$ cat src/rtl/tlc_mk2_pkg.sv
// Shared types and constants for the Mk2 traffic light controller.
// Phase lives in y[3:2]; y[1:0] is a sub-step that never reaches the lamps.
package tlc_mk2_pkg;

    typedef enum logic [1:0] {
        PH_NS_G = 2'b00,
        PH_NS_Y = 2'b01,
        PH_EW_G = 2'b10,
        PH_EW_Y = 2'b11
    } phase_e;

    typedef enum logic [1:0] {
        W_HOLD  = 2'b00,
        W_RUN_A = 2'b01,
        W_RUN_B = 2'b10,
        W_FLASH = 2'b11
    } mode_e;

    // Lamp encoding is {red, yellow, green}
    localparam logic [2:0] LAMP_RED = 3'b100;
    localparam logic [2:0] LAMP_YEL = 3'b010;
    localparam logic [2:0] LAMP_GRN = 3'b001;
    localparam logic [2:0] LAMP_OFF = 3'b000;

    function automatic logic phase_is_green(input logic [1:0] ph_bits);
        phase_e ph;
        ph = phase_e'(ph_bits);
        return (ph == PH_NS_G) || (ph == PH_EW_G);
    endfunction

    // Returns {ns_light, ew_light} for a phase
    function automatic logic [5:0] lamp_decode(input logic [1:0] ph_bits);
        phase_e ph;
        ph = phase_e'(ph_bits);
        case (ph)
            PH_NS_G: return {LAMP_GRN, LAMP_RED};
            PH_NS_Y: return {LAMP_YEL, LAMP_RED};
            PH_EW_G: return {LAMP_RED, LAMP_GRN};
            default: return {LAMP_RED, LAMP_YEL};
        endcase
    endfunction

endpackage

$ cat src/rtl/tlc_mk2_state_sequencer_tick_gen.sv
// Prescaler: counts 0..CLK_DIV-1 while enabled, pulses tick on the last count.
// Holding en low freezes the count so a later resume continues mid-period.
module tlc_mk2_tick_gen #(
    parameter int unsigned CLK_DIV = 50_000_000
) (
    input  logic clk,
    input  logic rst,
    input  logic en,
    output logic tick
);
    localparam int unsigned CW = $clog2(CLK_DIV);
    localparam logic [CW-1:0] CNT_MAX = CW'(CLK_DIV - 1);

    logic [CW-1:0] cnt_q, cnt_d;

    // Next count and tick; tick is gated so a frozen count never re-fires
    always_comb begin
        tick  = en && (cnt_q == CNT_MAX);
        cnt_d = cnt_q;
        if (en) begin
            cnt_d = tick ? '0 : cnt_q + 1'b1;
        end
    end

    // Prescaler register
    always_ff @(posedge clk) begin
        if (rst) cnt_q <= '0;
        else     cnt_q <= cnt_d;
    end

endmodule

$ cat src/rtl/tlc_mk2_state_sequencer.sv
// Mk2 state register, dwell timer and lamp decoder.
// Optional feature: define TLC_MK2_FLASH_EN to make w=11 flash both roads yellow.
module tlc_mk2_state_sequencer #(
    parameter int unsigned CLK_DIV      = 50_000_000,
    parameter int unsigned GREEN_TICKS  = 8,
    parameter int unsigned YELLOW_TICKS = 3
) (
    input  logic       clk,
    input  logic       rst,
    input  logic [1:0] w,
    input  logic [3:0] X,
    output logic [3:0] y,
    output logic [2:0] ns_light,
    output logic [2:0] ew_light,
    output logic       step
);
    import tlc_mk2_pkg::*;

    localparam int unsigned DMAX = ((GREEN_TICKS > YELLOW_TICKS) ? GREEN_TICKS : YELLOW_TICKS) - 1;
    localparam int unsigned DW   = (DMAX > 0) ? $clog2(DMAX + 1) : 1;
    localparam logic [DW-1:0] DWELL_GRN = DW'(GREEN_TICKS - 1);
    localparam logic [DW-1:0] DWELL_YEL = DW'(YELLOW_TICKS - 1);

    mode_e         mode;
    logic          run;
    logic          presc_en;
    logic          tick;
    logic [3:0]    y_q, y_d;
    logic [DW-1:0] dwell_q, dwell_d;
    logic          step_q, step_d;
`ifdef TLC_MK2_FLASH_EN
    logic          flash;
    logic          tog_q, tog_d;
`endif

    // Mode decode and prescaler enable (flash keeps the prescaler running)
    always_comb begin
        mode = mode_e'(w);
        run  = (mode == W_RUN_A) || (mode == W_RUN_B);
`ifdef TLC_MK2_FLASH_EN
        flash    = (mode == W_FLASH);
        presc_en = run || flash;
`else
        presc_en = run;
`endif
    end

    tlc_mk2_tick_gen #(
        .CLK_DIV(CLK_DIV)
    ) u_tick_gen (
        .clk (clk),
        .rst (rst),
        .en  (presc_en),
        .tick(tick)
    );

    // Dwell countdown and state load; X is only looked at on the expiring tick
    always_comb begin
        y_d     = y_q;
        dwell_d = dwell_q;
        step_d  = 1'b0;
        if (tick && run) begin
            if (dwell_q == '0) begin
                y_d     = X;
                dwell_d = phase_is_green(X[3:2]) ? DWELL_GRN : DWELL_YEL;
                step_d  = 1'b1;
            end else begin
                dwell_d = dwell_q - 1'b1;
            end
        end
`ifdef TLC_MK2_FLASH_EN
        tog_d = 1'b0;
        if (flash) begin
            tog_d = tick ? ~tog_q : tog_q;
        end
`endif
    end

    // State, dwell and step registers
    always_ff @(posedge clk) begin
        if (rst) begin
            y_q     <= '0;
            dwell_q <= DWELL_GRN;
            step_q  <= 1'b0;
`ifdef TLC_MK2_FLASH_EN
            tog_q   <= 1'b0;
`endif
        end else begin
            y_q     <= y_d;
            dwell_q <= dwell_d;
            step_q  <= step_d;
`ifdef TLC_MK2_FLASH_EN
            tog_q   <= tog_d;
`endif
        end
    end

    // Lamp decode; flash overrides combinationally so leaving w=11 is immediate
    always_comb begin
        {ns_light, ew_light} = lamp_decode(y_q[3:2]);
`ifdef TLC_MK2_FLASH_EN
        if (flash) begin
            ns_light = tog_q ? LAMP_YEL : LAMP_OFF;
            ew_light = tog_q ? LAMP_YEL : LAMP_OFF;
        end
`endif
    end

    assign y    = y_q;
    assign step = step_q;

endmodule
$ cat config.mk
export PLATFORM = sky130hd
export DESIGN_NAME = tlc_mk2_state_sequencer
export DESIGN_NICKNAME = d
export VERILOG_FILES = /design/src/rtl/tlc_mk2_pkg.sv /design/src/rtl/tlc_mk2_state_sequencer_tick_gen.sv /design/src/rtl/tlc_mk2_state_sequencer.sv
export SDC_FILE = /design/constraint.sdc
export NUM_CORES = 1
export LEC_CHECK = 0
export BUFFER_PORTS_ARGS = -buffer_cell sky130_fd_sc_hd__buf_4
export CAP_MARGIN = 20
export CORE_AREA = 10 10 77 79
export DETAILED_ROUTE_END_ITERATION = 16
export DIE_AREA = 0 0 87 89
export GPL_ROUTABILITY_DRIVEN = 0
export PLACE_DENSITY = 0.68
export SLEW_MARGIN = 20
export SYNTH_ARGS = -nofsm -noshare
export SYNTH_HDL_FRONTEND = slang
export SYNTH_SLANG_ARGS = --single-unit
$ cat constraint.sdc
create_clock -name clk -period 3.5 [get_ports clk]
set_input_delay 0.35 -clock clk [delete_from_list [all_inputs] [get_ports clk]]
set_output_delay 0.35 -clock clk [all_outputs]
set_load 0.02 [all_outputs]
[Yosys cells after proc, flatten, opt, wreduce, memory -nomap -nowiden]
Index checks and enable logic that the tools add are counted.
Storage, ports and cells
  bits in registers: 34
  input bits: 8
Operators by class
  add/sub/neg operators: 2
  equality and inequality tests: 6
  multiplexer cells: 5
  bitwise operators: 1
  reductions and logical operators: 9
Operators with widths (number)
  26-bit by 1-bit adder with 26-bit output (second input constant): 1
  26-bit == test (second input constant): 1
  26-bit 2-to-1 mux: 1
  6-bit one-hot mux with 3 select lines: 1
  2-bit == test (second input constant): 3
  3-bit 2-to-1 mux: 2
  2-bit by 1-bit == test with 1-bit output (second input constant): 2
  2-bit logical NOT: 2
  3-bit logical NOT: 1
  3-bit by 1-bit subtractor with 3-bit output (second input constant): 1
  1-bit logical AND: 2
  1-bit logical OR: 2
  2-bit AND reduction: 1
  2-bit OR reduction: 1
  1-bit 2-to-1 mux: 1
  1-bit NOT: 1

[Logic depth before layout (Yosys ltp)]
Gate-level depths: netlist (run 1).
  depth in word-level cells: 6
  depth in mapped cells: 7
  gate-level depth less buffers: 7

[By module]
A second synthesis (run 1) with hierarchy kept.
Unflattened totals
  cell total of the unflattened synthesis: 198
  area, all modules: 1853.0 µm²
By module, submodules not included
  tlc_mk2_tick_gen: instances 1, cells an instance 152, area each 1421.4 µm²
  tlc_mk2_state_sequencer: instances 1, cells an instance 46, area each 431.7 µm²

[Least setup slack after synthesis (run 1)]
OpenSTA, ideal clock, no wires.
  path kind: register to register
  start point: reg u_tick_gen.cnt_q[7]
  end point: reg u_tick_gen.cnt_q[14]
  setup time: 0.115 ns
  arrival: 2.016 ns
  data required time: 3.385 ns
  setup slack: 1.370 ns
  cell stages (with the launch flop): 8
  clock period less this slack: 2.130 ns
  path through: dfxtp_1 -> or4b_1 -> or3_4 -> or3_1 -> buf_6 -> nand2_8 -> buf_8 -> nor2_1
Between the ends
  word-level cells in the longest chain between the ends: 3
  elaborated cells between the ends (all ways): 4
Ends and longest elaborated chain
  from (decl): line tlc_mk2_state_sequencer_tick_gen.sv:14  | logic [CW-1:0] cnt_q, cnt_d;
  from (signal assigned): line tlc_mk2_state_sequencer_tick_gen.sv:28  | else cnt_q <= cnt_d;
  parallel branches: the longest is 2 deep, another holds 26-bit by 1-bit adder with 26-bit output
  26-bit 2-to-1 mux (*): line tlc_mk2_state_sequencer_tick_gen.sv:21  | cnt_d = tick ? '0 : cnt_q + 1'b1;
Mark *: on every way between the ends.
A chain may end at the register's enable or synchronous reset.

[Worst setup path in the final report (run 1)]
  start point: reg u_tick_gen.cnt_q[17]
  end point: reg dwell_q[0]
Between the ends
  word-level cells in the longest chain between the ends: 3
Ends and longest elaborated chain
  26-bit == test: line tlc_mk2_state_sequencer_tick_gen.sv:18  | tick = en && (cnt_q == CNT_MAX);
  1-bit logical AND: line tlc_mk2_state_sequencer_tick_gen.sv:18
  1-bit logical AND: line tlc_mk2_state_sequencer.sv:62  | if (tick && run) begin
  to (signal assigned): line tlc_mk2_state_sequencer.sv:90  | dwell_q <= dwell_d;
  to (decl): line tlc_mk2_state_sequencer.sv:29  | logic [DW-1:0] dwell_q, dwell_d;
Every way passes these cells.

==> flow_metrics.env, run 1 <==
export IMPL_clock_latency_ns=0.28
export IMPL_finalWirelength_mm=3.57
export IMPL_multi_input_area_um2=966
export IMPL_initial_utilization_pct=37.8
export IMPL_max_freq_mhz=426
export IMPL_cts_made_buffers=5
export IMPL_reg2regPathDepth=5
export IMPL_post_dp_hpwl_mm=2.67
export IMPL_overflow=0
export IMPL_fp_dieW_um=87
export IMPL_worst_ep_arrival_time_ns=2.51
export IMPL_syn_inst=198
export IMPL_worstSetupStartpointType="flip-flop"
export IMPL_post_synth_cell_area_avg_um2=8.66
export IMPL_via_count=1384
export IMPL_worstPathMaxFanout=7
export IMPL_layout_worst_path_cycle_share_pct=67.0
export IMPL_ctsLongestPathBuffers=2
export IMPL_setup_tns_ns=0
export IMPL_buffer_ports_inserted=18
export IMPL_rsz_0062_raised_after_global_routing="false"
export IMPL_holdPathStages=3
export IMPL_final_setup_viol_count=0
export IMPL_post_route_cells_drive_above_1_share_pct=16.0
export IMPL_hold_path_class="in -> reg"
export IMPL_post_drt_via_cell_ratio=5.07
export IMPL_ff_latch_area_um2=681
export IMPL_report_final_hold_viol_count=0
export IMPL_cts_repair_resize_count=0
export IMPL_cts_sink_count=34
export IMPL_timing_critical_path_cells="or4b_1 > or4_4 > or3_1 > mux2i_1 > o21ai_1"
export IMPL_holdPathEnd="y[3]$_SDFFE_PP0P_"
export IMPL_leakage_component_of_the_power_nw=0.786
export IMPL_register_area_share_after_synthesis_pct=39.7
export IMPL_cts_setup_buffers=0
export IMPL_antenna_diode_count=0
export IMPL_drc=0
export IMPL_clock_tree_root_cell="sky130_fd_sc_hd__clkbuf_8"
export IMPL_fp_dieArea_um2=7740
export IMPL_placement_rows=25
export IMPL_synth_seq_cells=34
export IMPL_first_global_vias=1324
export IMPL_boundary_pin_count=19
export IMPL_syn_area_um2=1710
export IMPL_worst_slack_ns=1.15
export IMPL_synthesis_nets=210
export IMPL_ir_worst_vdd_mv=0.166
export IMPL_drtAntennaViolNets=0
export IMPL_drtIter0Drc=66
export IMPL_number_of_library_cell_types_mapped_by_synthesis=38
export IMPL_fin_total_pwr_mw=0.757
export IMPL_syn2layout_area_growth_pct=16.3
export IMPL_antenna_found_initial=0
export IMPL_worst_r2r_endpoint="dwell_q[0]$_SDFFE_PP1P_"
export IMPL_critical_path_buf_inv_count=0
export IMPL_path_class="reg -> reg"
export IMPL_worst_path_max_delay_cell="sky130_fd_sc_hd__or4b_1"
export IMPL_path_clk_slew_ns=0.07
export IMPL_cts_hold_fix_buffers=0
export IMPL_fin_nets=230
export IMPL_worst_slew_pin_slew_ns=0.491
export IMPL_synth_warning_count=0
export IMPL_max_slew_margin_pct=67.1
export IMPL_grt_start_max_net_pins=20
export IMPL_placeableCoreArea_um2=4540
export IMPL_chipHeight_um=89
export IMPL_outcome="finished, final reports clean"
export IMPL_power_density_nw_per_um2=380
export IMPL_finalClockSkew_ns=0.00177
export IMPL_r2r_setup_slack_ns=1.15
export IMPL_worst_hold_startpoint="X[3]"
export IMPL_filler_cell_count=455
export IMPL_maxCapViolCount=0
export IMPL_grt_first_pass_wirelength_mm=5.89
export IMPL_tritoncts="built"
export IMPL_gr_usage_all_layers_pct=9.21
export IMPL_preCtsSetupSlack_ns=1.07
export IMPL_drt_first_pass_iters=4
export IMPL_htree_levels=2
export IMPL_report_final_slew_viol_count=0
export IMPL_timing_critical_path_required_ns=3.67
export IMPL_detail_route_wl_per_cell_um=13.1
export IMPL_cp_top_family="simple AND/OR/NAND/NOR gates"
export IMPL_finalWorstPathRequiredPeriod_ns=2.35
export IMPL_crit_path_end_kind="flip-flop"
export IMPL_max_stage_delay_ns=0.51
export IMPL_reg2reg_from="u_tick_gen.cnt_q[17]$_SDFFE_PP0P_"
cell usage in the layout, fill, tap and decap left out:
master	synthesis	routed
sky130_fd_sc_hd__nor3_1	5	5
sky130_fd_sc_hd__nand2b_1	2	2
sky130_fd_sc_hd__nor2b_1	2	2
sky130_fd_sc_hd__or3_1	1	1
sky130_fd_sc_hd__nor2_1	35	35
sky130_fd_sc_hd__clkbuf_8	0	8
sky130_fd_sc_hd__and4_2	1	1
sky130_fd_sc_hd__o21ai_0	2	2
sky130_fd_sc_hd__dfxtp_1	34	34
sky130_fd_sc_hd__nand4b_1	3	3
sky130_fd_sc_hd__o21ai_1	1	1
sky130_fd_sc_hd__buf_4	0	19
sky130_fd_sc_hd__a31oi_1	1	1
sky130_fd_sc_hd__xnor2_1	10	10
sky130_fd_sc_hd__and2_1	1	1
sky130_fd_sc_hd__or4b_1	2	2
sky130_fd_sc_hd__mux2i_1	6	6
sky130_fd_sc_hd__and4_1	2	2
sky130_fd_sc_hd__nor4_1	5	5
sky130_fd_sc_hd__or4_1	1	1
sky130_fd_sc_hd__nor4bb_1	1	1
sky130_fd_sc_hd__or2_2	1	1
sky130_fd_sc_hd__a21oi_1	3	3
sky130_fd_sc_hd__and3_1	4	4
sky130_fd_sc_hd__nand4_1	8	8
sky130_fd_sc_hd__or4_4	1	1
sky130_fd_sc_hd__o22a_2	1	1
sky130_fd_sc_hd__o211ai_1	1	1
sky130_fd_sc_hd__ha_1	4	4
sky130_fd_sc_hd__nand2_1	18	18
sky130_fd_sc_hd__inv_1	7	7
sky130_fd_sc_hd__or3_4	1	1
sky130_fd_sc_hd__nor4_4	1	1
sky130_fd_sc_hd__nand3_1	11	11
sky130_fd_sc_hd__nand2_8	1	1
sky130_fd_sc_hd__xor2_1	14	14
sky130_fd_sc_hd__and3_2	1	1
cells in the mapped netlist (all sizes together):
cell	number	area [um2]
nand3	11	55.1
nor2	35	131
xor2	14	123
nor3	5	25.0
and3	5	32.5
nor2b	2	12.5
or4b	2	20.0
o21ai	3	15.0
nand4	8	50.1
a21oi	3	15.0
nor4bb	1	10.0
nand4b	3	26.3
or3	2	17.5
o211ai	1	7.51
clkbuf	4	15.0
or4	2	18.8
nor4	6	52.6
ha	4	50.1
nand2	19	87.6
mux2i	6	60.1
o22a	1	10.0
dfxtp	34	681
a31oi	1	6.26
and2	1	6.26
nand2b	2	12.5
and4	3	27.5
buf	2	26.3
xnor2	10	87.6
or2	1	6.26
inv	7	26.3
worst reg2reg max path, stage by stage, from the launching register on:
cell	delay (ns)
sky130_fd_sc_hd__dfxtp_1	0.45
sky130_fd_sc_hd__or4b_1	0.51
sky130_fd_sc_hd__or4_4	0.48
sky130_fd_sc_hd__or3_1	0.50
sky130_fd_sc_hd__mux2i_1	0.22
sky130_fd_sc_hd__o21ai_1	0.08
cell families after synthesis:
| kind of cell | count (synthesis) | synth area share [%] |
|---|---|---|
| buffers and inverters | 13 | 3.94 |
| adders and majority gates | 4 | 2.92 |
| and+or+nand+nor | 108 | 34.5 |
| AOI/OAI and AO/OA | 9 | 3.14 |
| DFF | 34 | 39.7 |
| xor gates and xnor gates | 24 | 12.3 |
| muxes | 6 | 3.50 |
state kept, by name, summed over array words and instances, names as in the netlist:
signal / cells
u_tick_gen.cnt_q: 26
step: 1
y: 4
dwell_q: 3
metrics by stage:
| step | cells | hold slack [ns] | cell area, um2 | util [%] |
|---|---|---|---|---|
| 2_1_floorplan | 198 | 0.427 | 1710 | - |
| 6_report | 273 | 0.303 | 1990 | 43.9 |
| 3_5_place_dp | 265 | 0.483 | 1880 | 41.5 |
| 5_1_grt | 273 | 0.305 | 1990 | 43.9 |
| 4_1_cts | 273 | 0.297 | 1990 | 43.9 |
| 3_3_place_gp | 265 | 0.478 | 1880 | 41.5 |
worst max-delay path by stage:
stage / cells past startpoint / end / start
after floorplan: 7 / u_tick_gen.cnt_q[14]$_SDFFE_PP0P_ / u_tick_gen.cnt_q[7]$_SDFFE_PP0P_
after detailed placement: 6 / dwell_q[0]$_SDFFE_PP1P_ / w[1]
after global placement: 6 / dwell_q[0]$_SDFFE_PP1P_ / w[1]
after CTS: 5 / dwell_q[0]$_SDFFE_PP1P_ / u_tick_gen.cnt_q[17]$_SDFFE_PP0P_
final: 5 / dwell_q[0]$_SDFFE_PP1P_ / u_tick_gen.cnt_q[17]$_SDFFE_PP0P_
after global routing: 5 / dwell_q[0]$_SDFFE_PP1P_ / u_tick_gen.cnt_q[17]$_SDFFE_PP0P_
cell type report:
type | count | share of cell area [%]
multi-input combinational | 151 | 48.5
timing repair buffer | 19 | 7.16
clock buffer | 8 | 5.52
tap | 54 | 3.39
inverter | 7 | 1.32
sequential | 34 | 34.1
power breakdown:
part	switching (mW)	internal, mW	total (mW)	leakage (nW)
Clock	0.139	0.199	0.338	0.0575
Combinational	0.0157	0.0103	0.0261	0.454
Sequential	0.00348	0.389	0.393	0.274
layer usage:
metal  routed length, um  track usage, %  up-vias
li1                    -               -      722
met1                1700            11.2      632
met2                1710            15.3       23
met3                  86            1.73        7
met4                  71            4.42        0
met5                   0               0        -
No activity file was read; power rests on OpenSTA's default activity.
==> run 2, diff against run 1 <==
==> constraint.sdc (replaced) <==
create_clock -name clk -period 2.42 [get_ports clk]
set_input_delay 0.242 -clock clk [delete_from_list [all_inputs] [get_ports clk]]
set_output_delay 0.242 -clock clk [all_outputs]
set_load 0.02 [all_outputs]
==> run 2 against run 1 <==
  * Critical path depth is the same
  * Setup slack worse by 0.99 ns
  * Core utilization rose by 0.58 points
  * First-iteration DRC count is 36% higher
  * Non-clock buffer count grew 4
  * Clock-buffer cell count is 1 lower
  * Wire length down 3.4%
  * Die area unchanged
  * Critical path type unchanged
  * Largest cell class unchanged
==> flow_metrics.env, run 2 (synthesis results as in run 1) <==
export IMPL_outcome="finished, final reports clean"
export IMPL_worstSetupStartpointType="flip-flop"
export IMPL_drc=0
export IMPL_fp_dieW_um=87
export IMPL_cp_top_family="simple AND/OR/NAND/NOR gates"
export IMPL_maxCapViolCount=0
export IMPL_finalWorstPathRequiredPeriod_ns=2.26
export IMPL_drt_first_pass_iters=4
export IMPL_fin_nets=234
export IMPL_worst_slew_pin_slew_ns=0.523
export IMPL_initial_utilization_pct=37.8
export IMPL_finalClockSkew_ns=0.00700
export IMPL_max_slew_margin_pct=64.9
export IMPL_switching_share_pct=19.9
export IMPL_top_register="u_tick_gen.cnt_q"
export IMPL_worst_path_max_delay_cell="sky130_fd_sc_hd__or4b_1"
export IMPL_antenna_diode_count=0
export IMPL_tritoncts="built"
export IMPL_r2r_setup_slack_ns=0.16
export IMPL_wl_met3_um=88
export IMPL_power_density_nw_per_um2=549
export IMPL_ctsLongestPathBuffers=2
export IMPL_crit_path_end_kind="flip-flop"
export IMPL_cts_repair_resize_count=0
export IMPL_grt_first_pass_wirelength_mm=5.81
export IMPL_fp_dieArea_um2=7740
export IMPL_via_count=1388
export IMPL_critical_path_buf_inv_count=0
export IMPL_power_share_combinational_pct=3.7
export IMPL_report_final_slew_viol_count=0
export IMPL_htree_levels=2
export IMPL_drtAntennaViolNets=0
export IMPL_rsz_0062_raised_after_global_routing="false"
export IMPL_fin_cells=277
export IMPL_layout_worst_path_cycle_share_pct=93.3
export IMPL_post_route_cells_drive_above_1_share_pct=16.6
export IMPL_wl_met2_mm=1.71
export IMPL_preCtsSetupSlack_ns=0.168
export IMPL_cts_setup_buffers=0
export IMPL_max_stage_delay_ns=0.55
export IMPL_detail_route_wl_per_cell_um=12.5
export IMPL_final_setup_viol_count=0
export IMPL_syn2layout_area_growth_pct=17.8
export IMPL_cellInternalPower_mw=0.888
export IMPL_post_dp_hpwl_mm=2.65
export IMPL_grt_start_max_net_pins=20
export IMPL_wl_met1_mm=1.57
export IMPL_placement_rows=25
export IMPL_hold_path_class="in -> reg"
export IMPL_path_clk_slew_ns=0.07
export IMPL_placeableCoreArea_um2=4540
export IMPL_cts_made_buffers=5
export IMPL_ir_worst_vdd_mv=0.226
export IMPL_clock_latency_ns=0.28
export IMPL_post_drt_via_cell_ratio=5.01
export IMPL_first_global_vias=1307
export IMPL_drtIter0Drc=90
export IMPL_buffer_ports_inserted=18
export IMPL_cts_sink_count=34
export IMPL_worst_ep_arrival_time_ns=2.41
export IMPL_worstPathMaxFanout=5
export IMPL_mostFrequentLayoutCells="35 x sky130_fd_sc_hd__nor2_1, 34 x sky130_fd_sc_hd__dfxtp_1, 23 x sky130_fd_sc_hd__buf_4, 18 x sky130_fd_sc_hd__nand2_1, 14 x sky130_fd_sc_hd__xor2_1"
export IMPL_path_class="reg -> reg"
export IMPL_largest_reg_flops=26
export IMPL_net_switching_power_mw=0.221
export IMPL_max_freq_mhz=443
export IMPL_power_frac_seq_pct=51.2
export IMPL_overflow=0
export IMPL_leakage_component_of_the_power_nw=0.801
export IMPL_filler_cell_count=431
export IMPL_timing_critical_path_required_ns=2.57
export IMPL_dp_cells=269
export IMPL_clock_tree_root_cell="sky130_fd_sc_hd__clkbuf_8"
export IMPL_final_common_cell="sky130_fd_sc_hd__nor2_1"
export IMPL_p_clk_share_pct=45.1
export IMPL_timing_critical_path_cells="or4b_1 > or4_4 > or3_1 > mux2i_1 > o21ai_1"
export IMPL_boundary_pin_count=19
export IMPL_antenna_found_initial=0
export IMPL_postLayoutCoreUtil_pct=44.5
export IMPL_setup_tns_ns=0
export IMPL_gr_usage_all_layers_pct=9.27
export IMPL_worst_slack_ns=0.162
export IMPL_finalWirelength_mm=3.45
export IMPL_cts_hold_fix_buffers=0
export IMPL_dr_max_layer_used="met4"
export IMPL_chipHeight_um=89
export IMPL_report_final_hold_viol_count=0
## run 2: layout make-up
class / count / area, um2 / area share, %
timing repair buffer: 23 / 173 / 8.55
multi-input combinational: 151 / 966 / 47.8
clock inverter: 1 / 30.0 / 1.49
inverter: 7 / 26.3 / 1.30
clock buffer: 7 / 76.3 / 3.78
tap: 54 / 67.6 / 3.35
sequential: 34 / 681 / 33.7
## run 2: layer usage
metal | vias to the layer above | track usage [%]
met5 | - | 0
li1 | 726 | -
met2 | 14 | 15.2
met1 | 639 | 10.6
met3 | 9 | 2.55
met4 | 0 | 5.45
## run 2: power groups by stage
stage / sequential, mW / combinational, mW / clock (mW)
floorplan: 0.580 / 0.0244 / 0
global placement: 0.581 / 0.0409 / 0
detailed placement: 0.581 / 0.0410 / 0
CTS: 0.568 / 0.0413 / 0.511
global route: 0.569 / 0.0448 / 0.543
finish: 0.568 / 0.0406 / 0.500
## run 2: worst paths after layout
path                                          from                      end  cells after the start
setup reg to reg  u_tick_gen.cnt_q[9]$_SDFFE_PP0P_  dwell_q[0]$_SDFFE_PP1P_                      5
setup / recovery  u_tick_gen.cnt_q[9]$_SDFFE_PP0P_  dwell_q[0]$_SDFFE_PP1P_                      5
hold / removal                                X[3]        y[3]$_SDFFE_PP0P_                      3
hold reg to reg            dwell_q[2]$_SDFFE_PP1P_  dwell_q[2]$_SDFFE_PP1P_                      2
## run 2: tightest hold or removal path, cell delays in order
cell	delay, ns
sky130_fd_sc_hd__buf_4	0.07
sky130_fd_sc_hd__mux2i_1	0.05
sky130_fd_sc_hd__nor2_1	0.07
## run 2: per-stage QoR
step | area (um2) | total power, mW | hold WS [ns]
2_1_floorplan | 1710 | 0.604 | 0.319
3_5_place_dp | 1910 | 0.622 | 0.481
6_report | 2020 | 1.11 | 0.197
5_1_grt | 2020 | 1.16 | 0.214
4_1_cts | 2020 | 1.12 | 0.193
3_3_place_gp | 1910 | 0.622 | 0.474
==> run 3, diff against run 2 <==
--- a/config.mk
+++ b/config.mk
@@ -5,13 +5,14 @@
 export SDC_FILE = /design/constraint.sdc
 export NUM_CORES = 1
 export LEC_CHECK = 0
+export ABC_AREA = 1
 export BUFFER_PORTS_ARGS = -buffer_cell sky130_fd_sc_hd__buf_4
 export CAP_MARGIN = 20
-export CORE_AREA = 10 10 77 79
+export CORE_AREA = 10 10 84 86
 export DETAILED_ROUTE_END_ITERATION = 16
-export DIE_AREA = 0 0 87 89
+export DIE_AREA = 0 0 94 96
 export GPL_ROUTABILITY_DRIVEN = 0
-export PLACE_DENSITY = 0.68
+export PLACE_DENSITY = 0.67
 export SLEW_MARGIN = 20
 export SYNTH_ARGS = -nofsm -noshare
 export SYNTH_HDL_FRONTEND = slang
==> run 3 against run 2 <==
  * Area after synthesis is 22% higher
  * Cell area is 18% higher
  * Setup slack better by 0.62 ns
  * Synthesized cell count is 59% higher
  * Global-route usage is 1.1 points higher
  * Die area is 17% higher
  * Final cell count is 47% higher
  * Sequential power hardly changed
  * Maximum frequency is 38% higher
  * Register-to-register slack better by 0.62 ns
  * Critical path type unchanged
  * Critical endpoint is now u_tick_gen.cnt_q[13]$_SDFFE_PP0P_
==> flow_metrics.env, run 3 <==
export IMPL_syn2layout_area_growth_pct=13.6
export IMPL_clock_latency_ns=0.29
export IMPL_worst_slew_pin_slew_ns=0.513
export IMPL_final_setup_viol_count=0
export IMPL_antenna_found_initial=0
export IMPL_crit_path_end_kind="flip-flop"
export IMPL_syn_area_um2=2100
export IMPL_synth_ff_type="sky130_fd_sc_hd__dfxtp_1"
export IMPL_detail_route_wl_per_cell_um=10.9
export IMPL_holdPathStages=2
export IMPL_mostFrequentLayoutCells="69 x sky130_fd_sc_hd__nand2_1, 53 x sky130_fd_sc_hd__nor2_1, 44 x sky130_fd_sc_hd__inv_1, 34 x sky130_fd_sc_hd__dfxtp_1, 19 x sky130_fd_sc_hd__nand3_1"
export IMPL_grt_first_pass_wirelength_mm=7.67
export IMPL_maxCapViolCount=0
export IMPL_reg2regPathDepth=8
export IMPL_placement_rows=27
export IMPL_preCtsSetupSlack_ns=0.772
export IMPL_rsz_0062_raised_after_global_routing="false"
export IMPL_fin_nets=347
export IMPL_max_freq_mhz=610
export IMPL_synthesis_nets=327
export IMPL_report_final_slew_viol_count=0
export IMPL_report_final_hold_viol_count=0
export IMPL_drc=0
export IMPL_overflow=0
export IMPL_final_common_cell="sky130_fd_sc_hd__nand2_1"
export IMPL_cts_setup_buffers=0
export IMPL_post_route_cells_drive_above_1_share_pct=20.8
export IMPL_worst_slack_ns=0.781
export IMPL_path_clk_slew_ns=0.07
export IMPL_cp_startpoint="u_tick_gen.cnt_q[0]$_SDFFE_PP0P_"
export IMPL_clock_tree_root_cell="sky130_fd_sc_hd__clkbuf_8"
export IMPL_fin_total_pwr_mw=1.06
export IMPL_fp_dieW_um=94
export IMPL_synth_most_common_cell="sky130_fd_sc_hd__nand2_1"
export IMPL_max_slew_margin_pct=65.7
export IMPL_worstSetupStartpointType="flip-flop"
export IMPL_buffer_ports_inserted=18
export IMPL_synth_warning_count=0
export IMPL_finalClockSkew_ns=0.00540
export IMPL_first_global_vias=1753
export IMPL_number_of_library_cell_types_mapped_by_synthesis=27
export IMPL_worstPathMaxFanout=14
export IMPL_cts_sink_count=34
export IMPL_number_of_synthesized_flops_with_an_enable_pin=0
export IMPL_chipHeight_um=96
export IMPL_outcome="finished, final reports clean"
export IMPL_drtAntennaViolNets=0
export IMPL_drtIter0Drc=92
export IMPL_grt_start_max_net_pins=19
export IMPL_power_density_nw_per_um2=444
export IMPL_post_dp_hpwl_mm=3.45
export IMPL_fp_dieArea_um2=9020
export IMPL_tritoncts="built"
export IMPL_r2r_setup_slack_ns=0.78
export IMPL_asr_flop_ratio_synth_pct=0
export IMPL_synth_area_top_cells="sky130_fd_sc_hd__dfxtp_1 32%, sky130_fd_sc_hd__nand2_1 12%, sky130_fd_sc_hd__nor2_1 9.5%, sky130_fd_sc_hd__inv_1 7.9%, sky130_fd_sc_hd__nor2_2 5.1%"
export IMPL_boundary_pin_count=19
export IMPL_register_area_share_after_synthesis_pct=32.4
export IMPL_worst_ep_arrival_time_ns=1.87
export IMPL_via_count=1881
export IMPL_drt_first_pass_iters=4
export IMPL_post_synth_cell_area_avg_um2=6.67
export IMPL_cts_made_buffers=5
export IMPL_finalWorstPathRequiredPeriod_ns=1.64
export IMPL_htree_levels=2
export IMPL_synth_common_cells="69 x sky130_fd_sc_hd__nand2_1, 53 x sky130_fd_sc_hd__nor2_1, 44 x sky130_fd_sc_hd__inv_1, 34 x sky130_fd_sc_hd__dfxtp_1, 19 x sky130_fd_sc_hd__nand3_1"
export IMPL_reg2reg_from="u_tick_gen.cnt_q[0]$_SDFFE_PP0P_"
export IMPL_cts_hold_fix_buffers=0
export IMPL_setup_tns_ns=0
export IMPL_timing_critical_path_required_ns=2.65
export IMPL_worst_hold_startpoint="rst"
export IMPL_syn_inst=315
export IMPL_layout_worst_path_cycle_share_pct=67.7
export IMPL_synthDominantAreaCellType="sky130_fd_sc_hd__dfxtp_1"
export IMPL_cts_repair_resize_count=0
export IMPL_leakage_component_of_the_power_nw=1.04
export IMPL_post_drt_via_cell_ratio=4.61
export IMPL_finalWirelength_mm=4.45
export IMPL_ctsLongestPathBuffers=2
export IMPL_top_register="u_tick_gen.cnt_q"
export IMPL_ir_worst_vdd_mv=0.160
export IMPL_hold_path_class="in -> reg"
export IMPL_antenna_diode_count=0
export IMPL_largest_reg_flops=26
export IMPL_initial_utilization_pct=38.8
export IMPL_synth_seq_cells=34
export IMPL_gr_usage_all_layers_pct=10.4
export IMPL_placeableCoreArea_um2=5410
export IMPL_path_class="reg -> reg"
export IMPL_synth_largest_type_area_fraction_pct=32.4
==> run 3: cell types whose count changed after synthesis, moves of 5 or more <==
cell and change:
sky130_fd_sc_hd__nand2_1 +51, sky130_fd_sc_hd__inv_1 +37, sky130_fd_sc_hd__nor2_1 +18, sky130_fd_sc_hd__nor2_2 +17
sky130_fd_sc_hd__nand2_2 +15, sky130_fd_sc_hd__xnor2_1 -9, sky130_fd_sc_hd__nand3_1 +8, sky130_fd_sc_hd__xor2_1 -8
sky130_fd_sc_hd__a21oi_1 +6, sky130_fd_sc_hd__mux2i_1 -6, sky130_fd_sc_hd__nor4_1 -5
==> run 3: through the flow <==
step / area, um2 / hold WS [ns] / instances / util [%]
after global placement: 2290 / 0.458 / 400 / 42.4
after global routing: 2380 / 0.212 / 408 / 44.1
final: 2380 / 0.200 / 408 / 44.1
after floorplan: 2100 / 0.311 / 315 / -
after CTS: 2380 / 0.196 / 408 / 44.1
after detailed placement: 2290 / 0.476 / 400 / 42.4
==> run 3: final timing paths <==
path,to
worst min-delay path,u_tick_gen.cnt_q[2]$_SDFFE_PP0P_
worst max register to register,u_tick_gen.cnt_q[13]$_SDFFE_PP0P_
worst min register to register,dwell_q[0]$_SDFFE_PP1P_
worst max-delay path,u_tick_gen.cnt_q[13]$_SDFFE_PP0P_
==> run 3: cells by family after synthesis <==
logic type / after synthesis / synth area share [%]
compound gates: 16 / 4.71
simple gates: 203 / 47.9
xor+xnor: 7 / 2.92
flops: 34 / 32.4
buf+inv: 51 / 9.71
fa+ha+maj: 4 / 2.38
==> run 3: area by class of cell <==
cell class	count	area, um2
Inverter	46	173
Tap cell	72	90.1
Clock inverter	1	5.00
Timing Repair Buffer	18	135
Sequential cell	34	681
Multi-Input combinational cell	230	1210
Clock buffer	7	86.3
Fill cell	585	3020
==> run 3: layer usage <==
| metal | track usage [%] | up-vias | routed length (um) |
|---|---|---|---|
| met5 | 0 | - | 0 |
| met4 | 4.18 | 0 | 81 |
| met3 | 3.35 | 9 | 228 |
| met2 | 17.5 | 31 | 2030 |
| met1 | 12.0 | 830 | 2120 |
| li1 | - | 1011 | - |
==> run 3: power breakdown <==
group | leakage, nW | switching, mW | total [mW] | internal, mW
Clock | 0.0482 | 0.210 | 0.440 | 0.230
Combinational | 0.722 | 0.0366 | 0.0546 | 0.0180
Sequential | 0.274 | 0.00335 | 0.566 | 0.562
Total | 1.04 | 0.250 | 1.06 | 0.810
==> run 3: worst max-delay path, cell delays in order, from the launching register on <==
cell and delay [ns]:
sky130_fd_sc_hd__dfxtp_1 0.35, sky130_fd_sc_hd__ha_1 0.23, sky130_fd_sc_hd__nand3_1 0.10, sky130_fd_sc_hd__inv_2 0.07, sky130_fd_sc_hd__nand2_4 0.11, sky130_fd_sc_hd__nor2_8 0.07, sky130_fd_sc_hd__a21oi_4 0.43, sky130_fd_sc_hd__nand2_1 0.10
sky130_fd_sc_hd__nor2_1 0.12
